[config.mk]
export PLATFORM = sky130hd
export DESIGN_NAME = load_use_hazard_ctrl_flat
export DESIGN_NICKNAME = d
export VERILOG_FILES = /design/src/rtl/load_use_hazard_ctrl_if.sv /design/src/rtl/load_use_hazard_ctrl.sv /design/src/flat_wrapper.sv
export SDC_FILE = /design/constraint.sdc
export NUM_CORES = 1
export LEC_CHECK = 0
export CAP_MARGIN = 20
export CORE_MARGIN = 3
export CORE_UTILIZATION = 49
export CTS_BUF_LIST = sky130_fd_sc_hd__clkbuf_4
export DETAILED_ROUTE_END_ITERATION = 12
export GPL_ROUTABILITY_DRIVEN = 0
export PLACE_DENSITY_LB_ADDON = 0.15
export SLEW_MARGIN = 30
export SYNTH_ARGS = -nofsm -noshare
export SYNTH_HDL_FRONTEND = slang
export SYNTH_SLANG_ARGS = --single-unit
[constraint.sdc]
create_clock -name clk -period 6.2 [get_ports clk]
set_input_delay 1.24 -clock clk [delete_from_list [all_inputs] [get_ports clk]]
set_output_delay 1.24 -clock clk [all_outputs]
set_load 0.1 [all_outputs]
[src/rtl/load_use_hazard_ctrl_if.sv]
// Signal bundle between the ID/EX pipeline boundary and the load-use hazard unit.
// Latency: none, plain wires; the hazard unit answers combinationally on the same bundle.
// Backpressure: stall/pc_write_en/ifid_write_en are the hold controls carried back to the front end.
interface load_use_hazard_ctrl_if #(
  parameter int REG_ADDR_W  = 5,
  parameter int STALL_CNT_W = 16
);
  logic [REG_ADDR_W-1:0]  id_rs1;
  logic [REG_ADDR_W-1:0]  id_rs2;
  logic                   id_uses_rs1;
  logic                   id_uses_rs2;
  logic [REG_ADDR_W-1:0]  ex_rd;
  logic                   ex_mem_read;
  logic                   ex_branch_taken;
  logic                   stall;
  logic                   pc_write_en;
  logic                   ifid_write_en;
  logic                   idex_bubble;
  logic                   ifid_flush;
  logic [STALL_CNT_W-1:0] stall_cycles;

  // Pipeline side: presents ID/EX operands, consumes the hold/flush controls.
  modport master (
    output id_rs1, id_rs2, id_uses_rs1, id_uses_rs2, ex_rd, ex_mem_read, ex_branch_taken,
    input  stall, pc_write_en, ifid_write_en, idex_bubble, ifid_flush, stall_cycles
  );

  // Hazard unit side.
  modport slave (
    input  id_rs1, id_rs2, id_uses_rs1, id_uses_rs2, ex_rd, ex_mem_read, ex_branch_taken,
    output stall, pc_write_en, ifid_write_en, idex_bubble, ifid_flush, stall_cycles
  );
endinterface

[src/rtl/load_use_hazard_ctrl.sv]
// Load-use hazard detection, multi-cycle load hold, branch-flush arbitration, stall counter.
// Latency: combinational detect; a hazard seen in IDLE gives exactly LOAD_LATENCY stall cycles.
// Backpressure: stall holds PC and IF/ID and bubbles ID/EX; a taken branch overrides any stall.
module load_use_hazard_ctrl #(
  parameter int REG_ADDR_W      = 5,
  parameter int LOAD_LATENCY    = 1,
  parameter int ZERO_REG_EXEMPT = 1,
  parameter int STALL_CNT_W     = 16
) (
  input  logic                 clk,
  input  logic                 reset,
  load_use_hazard_ctrl_if.slave hz
);
  localparam int REM_W = $clog2(LOAD_LATENCY) + 1;

  typedef enum logic {IDLE, HOLD} stateT;

  stateT                  state;
  stateT                  stateNext;
  logic [REM_W-1:0]       remain;
  logic [REM_W-1:0]       remainNext;
  logic                   hazard;
  logic                   rdExempt;
  logic                   stallInt;
  logic [STALL_CNT_W-1:0] stallCnt;

  // A load writing x0 produces nothing a consumer can depend on when the exemption is enabled.
  assign rdExempt = (ZERO_REG_EXEMPT != 0) && (hz.ex_rd == '0);

  // Load in EX whose destination matches a source the ID instruction actually reads.
  assign hazard = hz.ex_mem_read && !rdExempt &&
                  ((hz.id_uses_rs1 && (hz.id_rs1 == hz.ex_rd)) ||
                   (hz.id_uses_rs2 && (hz.id_rs2 == hz.ex_rd)));

  // Next-state and stall decision; a taken branch always wins over holding.
  always_comb begin
    stateNext  = state;
    remainNext = remain;
    stallInt   = 1'b0;
    if (reset) begin
      stateNext  = IDLE;
      remainNext = '0;
    end else begin
      case (state)
        IDLE: begin
          stallInt = hazard && !hz.ex_branch_taken;
          if (stallInt && (LOAD_LATENCY > 1)) begin
            stateNext  = HOLD;
            remainNext = REM_W'(LOAD_LATENCY - 1);
          end
        end
        HOLD: begin
          if (hz.ex_branch_taken) begin
            stateNext  = IDLE;
            remainNext = '0;
          end else begin
            // EX carries a bubble while holding, so the hazard inputs are not looked at.
            stallInt   = 1'b1;
            remainNext = remain - REM_W'(1);
            if (remain == REM_W'(1)) begin
              stateNext = IDLE;
            end
          end
        end
        default: begin
          stateNext  = IDLE;
          remainNext = '0;
        end
      endcase
    end
  end

  // FSM state and hold down-counter.
  always_ff @(posedge clk) begin
    if (reset) begin
      state  <= IDLE;
      remain <= '0;
    end else begin
      state  <= stateNext;
      remain <= remainNext;
    end
  end

  // Saturating count of stalled cycles; sticks at all-ones instead of wrapping.
  always_ff @(posedge clk) begin
    if (reset) begin
      stallCnt <= '0;
    end else if (stallInt && (stallCnt != '1)) begin
      stallCnt <= stallCnt + STALL_CNT_W'(1);
    end
  end

  // During reset every control is forced inactive, including the flush path.
  assign hz.stall         = stallInt;
  assign hz.pc_write_en   = !stallInt;
  assign hz.ifid_write_en = !stallInt;
  assign hz.idex_bubble   = !reset && (stallInt || hz.ex_branch_taken);
  assign hz.ifid_flush    = !reset && hz.ex_branch_taken;
  assign hz.stall_cycles  = stallCnt;
endmodule

[src/flat_wrapper.sv]
// flat-port wrapper written by rule: the top's interface ports become plain ports
module load_use_hazard_ctrl_flat 
#(
  parameter int REG_ADDR_W      = 5,
  parameter int LOAD_LATENCY    = 1,
  parameter int ZERO_REG_EXEMPT = 1,
  parameter int STALL_CNT_W     = 16
)
  (clk, reset, hz_id_rs1, hz_id_rs2, hz_id_uses_rs1, hz_id_uses_rs2, hz_ex_rd, hz_ex_mem_read, hz_ex_branch_taken, hz_stall, hz_pc_write_en, hz_ifid_write_en, hz_idex_bubble, hz_ifid_flush, hz_stall_cycles);
  load_use_hazard_ctrl_if #(.REG_ADDR_W(REG_ADDR_W), .STALL_CNT_W(STALL_CNT_W)) hz_i ();
  input  logic clk;
  input  logic reset;
  input wire logic [$bits(hz_i.id_rs1)-1:0] hz_id_rs1;
  input wire logic [$bits(hz_i.id_rs2)-1:0] hz_id_rs2;
  input wire logic [$bits(hz_i.id_uses_rs1)-1:0] hz_id_uses_rs1;
  input wire logic [$bits(hz_i.id_uses_rs2)-1:0] hz_id_uses_rs2;
  input wire logic [$bits(hz_i.ex_rd)-1:0] hz_ex_rd;
  input wire logic [$bits(hz_i.ex_mem_read)-1:0] hz_ex_mem_read;
  input wire logic [$bits(hz_i.ex_branch_taken)-1:0] hz_ex_branch_taken;
  output wire logic [$bits(hz_i.stall)-1:0] hz_stall;
  output wire logic [$bits(hz_i.pc_write_en)-1:0] hz_pc_write_en;
  output wire logic [$bits(hz_i.ifid_write_en)-1:0] hz_ifid_write_en;
  output wire logic [$bits(hz_i.idex_bubble)-1:0] hz_idex_bubble;
  output wire logic [$bits(hz_i.ifid_flush)-1:0] hz_ifid_flush;
  output wire logic [$bits(hz_i.stall_cycles)-1:0] hz_stall_cycles;
  assign hz_i.id_rs1 = hz_id_rs1;
  assign hz_i.id_rs2 = hz_id_rs2;
  assign hz_i.id_uses_rs1 = hz_id_uses_rs1;
  assign hz_i.id_uses_rs2 = hz_id_uses_rs2;
  assign hz_i.ex_rd = hz_ex_rd;
  assign hz_i.ex_mem_read = hz_ex_mem_read;
  assign hz_i.ex_branch_taken = hz_ex_branch_taken;
  assign hz_stall = hz_i.stall;
  assign hz_pc_write_en = hz_i.pc_write_en;
  assign hz_ifid_write_en = hz_i.ifid_write_en;
  assign hz_idex_bubble = hz_i.idex_bubble;
  assign hz_ifid_flush = hz_i.ifid_flush;
  assign hz_stall_cycles = hz_i.stall_cycles;
  load_use_hazard_ctrl #(.REG_ADDR_W(REG_ADDR_W), .LOAD_LATENCY(LOAD_LATENCY), .ZERO_REG_EXEMPT(ZERO_REG_EXEMPT), .STALL_CNT_W(STALL_CNT_W)) u_core (.clk(clk), .reset(reset), .hz(hz_i));
endmodule
Word level (Yosys, flattened, before mapping)
Index checks and enable logic that the tools add are counted.

Add/sub/neg operators: 2. Equal/unequal tests: 3. Mux-type cells: 5. Bitwise logic cells: 1. Reductions and logical operators: 16.

Operators by type and width (count): adder 16 x 1 -> 16 bit, second input constant (1); != test 16 bit, second input constant (1); == test 5 bit (2); logical AND 1 bit (8); logical NOT 5 bit (1); logical NOT 1 bit (4); two-way mux 1 bit (4); OR reduction 3 bit (1); logical OR 1 bit (2); case mux 1 bit (2 select lines) (1); inverter 1 bit (1); subtractor 1 bit, second input constant (1).

Register bits after elaboration: 18. Logic and storage cells: 30.

Longest topological paths before layout
Depth in word-level cells: 9. Mapped depth: 7.

Worst setup path after synthesis
OpenSTA, ideal clock, no wires.

Path type: input -> output. From: input hz_ex_rd[0]. To: output hz_idex_bubble. Arrival: 4212 ps. Path slack: 748 ps. Cell stages on the path: 6. Path buffers: 0. Path through: or4_1 -> o21a_1 -> a21o_1 -> nand2_1 -> inv_1 -> or2_2.

Cells in the longest elaborated chain, start to end: 9.

RTL lines: start: declaration (line flat_wrapper.sv:17) `input wire logic [$bits(hz_i.ex_rd)-1:0] hz_ex_rd;`; == test 5 bit (tied with other cells) (line load_use_hazard_ctrl.sv:32) `((hz.id_uses_rs1 && (hz.id_rs1 == hz.ex_rd)) ||`; logical AND 1 bit (tied with other cells) (line load_use_hazard_ctrl.sv:32); logical OR 1 bit / logical AND 1 bit (equally long branches) (line load_use_hazard_ctrl.sv:32, load_use_hazard_ctrl.sv:31); logical AND 1 bit (*) (line load_use_hazard_ctrl.sv:31) `assign hazard = hz.ex_mem_read && !rdExempt &&`; logical AND 1 bit (*) (line load_use_hazard_ctrl.sv:46) `stallInt = hazard && !hz.ex_branch_taken;`; case mux 1 bit (2 select lines) (*) (line load_use_hazard_ctrl.sv:44) `case (state)`; two-way mux 1 bit (*) (line load_use_hazard_ctrl.sv:40) `if (reset) begin`; via hz_stall (line flat_wrapper.sv:20) `output wire logic [$bits(hz_i.stall)-1:0] hz_stall;`; logical OR 1 bit (*) (line load_use_hazard_ctrl.sv:97) `assign hz.idex_bubble = !reset && (stallInt || hz.ex_branch_taken);`; logical AND 1 bit (*) (line load_use_hazard_ctrl.sv:97); end: declaration (line flat_wrapper.sv:23) `output wire logic [$bits(hz_i.idex_bubble)-1:0] hz_idex_bubble;`.

Mark *: on every way through the listed nets, which the timed path passes. The rest lies on a longest branch.

Worst setup path in the final report
From: input hz_ex_rd[0]. To: output hz_idex_bubble.

Cells in the longest elaborated chain, start to end: 9.

RTL lines (line): == test 5 bit (tied with other cells) (load_use_hazard_ctrl.sv:32); logical AND 1 bit (tied with other cells) (load_use_hazard_ctrl.sv:32); logical OR 1 bit / logical AND 1 bit (equally long branches) (load_use_hazard_ctrl.sv:32, load_use_hazard_ctrl.sv:31); logical AND 1 bit (*) (load_use_hazard_ctrl.sv:31); logical AND 1 bit (*) (load_use_hazard_ctrl.sv:46); case mux 1 bit (2 select lines) (*) (load_use_hazard_ctrl.sv:44); two-way mux 1 bit (*) (load_use_hazard_ctrl.sv:40); logical OR 1 bit (*) (load_use_hazard_ctrl.sv:97); logical AND 1 bit (*) (load_use_hazard_ctrl.sv:97).

Mark *: on every way between the ends. The rest lies on a longest branch, timed or not.

==> run summary <==
Die H: 53.9 um
Initial antenna violation count: 0
Max-cap violations: 0
P&R area growth vs syn: 39.8%
Hold_buf cts: 0
Hold slack: 0.457 ns
DP Worst Slack: 1.63 ns
CTS clk-pin slew, worst paths: 0.10 ns
PostCTS Resize Cnt: 0
R2R Path End: u_core.hz.stall_cycles[15]
Clk buf depth: 2
FF-to-FF path depth: 6
Setup repair after global routing missed its margin: false
Setup Viol. Count Final: 0
Core Util, Final: 76.3%
Count of yosys warnings during synthesis: 0
Vias in the first global route: 1082
Hold path depth: 1
Largest net degree at the start of global routing: 27
WL/cell: 14.1 um
Mean area per synthesized cell: 8.34 um^2
I/O Buffers: 41
Skew final: 0.00477 ns
Inserted Diodes: 0
Most frequent cells in the layout: 37 x clkdlybuf4s50_1, 18 x dfxtp_1, 11 x nand2_1
FP Rows: 16
Worst Path Arrival: 3.34 ns
Synth area leaders: dfxtp_1 32%, xnor2_1 7.8%, or4_1 4.7%
Clock sink total: 18
Fmax achieved: 0.218 GHz
Peak supply drop: 0.113 mV
Root Buffer: clkbuf_4
Final hold vios: 0
H-tree levels: 1
GRT Overall Usage: 22.1%
Crit-path max FO: 3
Post-layout min period: 4.58 ns
CTS tree: done
Hold wc startpoint: u_core.remain
Die area: 2910 um^2
Mapped Nets: 157
Drt total wl: 2.87 mm
Post-synth ARST share: 0%
CP endpoint kind: output pin
Worst-Margin Slew: 0.981 ns
Worst setup path class: input port to output pin
First-pass GRT wire length: 4.64 mm
Layout Nets: 200
Predominant post-synthesis flop cell: dfxtp_1
Area share of the largest cell type after synthesis: 32.0%
Post-synthesis sequential area ratio: 32.0%
Pre-Repair DR Iteration Count: 4
Final number of max-transition violations: 0
Critical Path RT: 4.96 ns
Final WS setup: 1.62 ns
Post-CTS Setup Inserts: 0
Hold Path Sink: u_core.state
Initial Utilization: 54.6%
Leak: 0.535 nW
Pwr per Cell Area: 138 nW/um^2
Share of cells above drive strength 1: 10.2%
GRT overflow: 0
Aggregate negative setup slack: 0 ns
DR vias: 1163
Cell taking the most area after synthesis: dfxtp_1
Die X: 53.9 um
Slew HR: 34.4%
Initial detailed-routing violation count: 24
Leading cell type in the layout, fill and taps excluded: clkdlybuf4s50_1
Clk_lat worst skew: 0.30 ns
Worst min path class: flop to flop
Core Box Area: 2060 um^2
HPWL Detailed: 2.26 mm
Critical Path Source Type: input port
TritonCTS buffer count: 3
Library cells used by synthesis: 37
Mapped Area: 1130 um^2
Crit Reg-Reg Startpoint: u_core.hz.stall_cycles[3]
Power, Total: 0.217 mW
Reg2Reg Setup Slack: 4.05 ns
Post-synth EDFFs: 0
Crit share post-route: 73.9%
# DRC: 0
Status: finished, final reports clean
Syn Inst Count: 135
IO Pins: 42
#FFs+latches synth: 18
Post-DRT Antenna Nets: 0
Vias/cell: 5.70
==> where the power goes <==
| part | total (mW) | internal, mW | switching (mW) |
|---|---|---|---|
| Clock | 0.0614 | 0.0235 | 0.0379 |
| Sequential | 0.116 | 0.116 | 0.0000548 |
| Combinational | 0.0402 | 0.0202 | 0.0200 |
| Total | 0.217 | 0.159 | 0.0580 |
==> layout make-up <==
class / count / area (um^2)
fill: 157 / 488
inverter: 3 / 11.3
timing repair buffer: 43 / 415
multi-input combinational: 109 / 727
clock buffer: 3 / 22.5
sequential: 18 / 360
clock inverter: 1 / 3.75
tap: 27 / 33.8
==> kinds of logic after synthesis <==
logic type,count (synthesis),share of synthesized area (%)
AOI/OAI and AO/OA,24,15.2
xor gates and xnor gates,10,7.78
adders and majority gates,1,1.11
buffers and inverters,8,3.44
DFF,18,32.0
muxes,7,6.78
and+or+nand+nor,67,33.7
==> worst max-delay path: stages <==
cell and delay, ns:
clkdlybuf4s50_1 0.46, or4_1 0.55, o21a_1 0.22, a21o_1 0.19, nand2_1 0.10, inv_1 0.05, or2_2 0.28, buf_4 0.23
==> how the worst max path moves through the flow <==
stage	depth (start not counted)	endpoint	slack, ns	startpoint
after floorplan	6	hz_idex_bubble	0.75	hz_ex_rd[0]
after global placement	8	hz_idex_bubble	1.65	hz_ex_rd[0]
after detailed placement	8	hz_idex_bubble	1.63	hz_ex_rd[0]
after CTS	8	hz_idex_bubble	1.61	hz_ex_rd[0]
after global routing	9	hz_idex_bubble	1.52	hz_ex_rd[2]
final	8	hz_idex_bubble	1.62	hz_ex_rd[0]
==> flip-flops by register name, indices dropped and copies added (netlist names) <==
signal                  count
u_core.hz.stall_cycles     16
u_core.remain               1
u_core.state                1
==> cells in the mapped netlist, drive strengths merged (4+ instances only) <==
cell type and count:
nor2b 8, or4 7, xnor2 10, mux2 5
nand3 8, buf 4, a21oi 10, o31ai 6
dfxtp 18, nand4 5, nand2 11, nor2 10
nor4 4
==> layer usage <==
| layer | part of all wire [%] | vias to the layer above | global-route usage, % |
|---|---|---|---|
| li1 | - | 580 | - |
| met1 | 40 | 527 | 24.1 |
| met2 | 49 | 49 | 40.1 |
| met3 | 8.4 | 7 | 4.99 |
| met4 | 1.9 | 0 | 9.79 |
| met5 | 0 | - | 0 |
==> through the flow <==
stage               cell area (um^2)  std cells
floorplan                       1130        135
global placement                1550        200
detailed placement              1550        200
CTS                             1570        204
global route                    1570        204
finish                          1570        204
No activity file was read; power rests on OpenSTA's default activity.
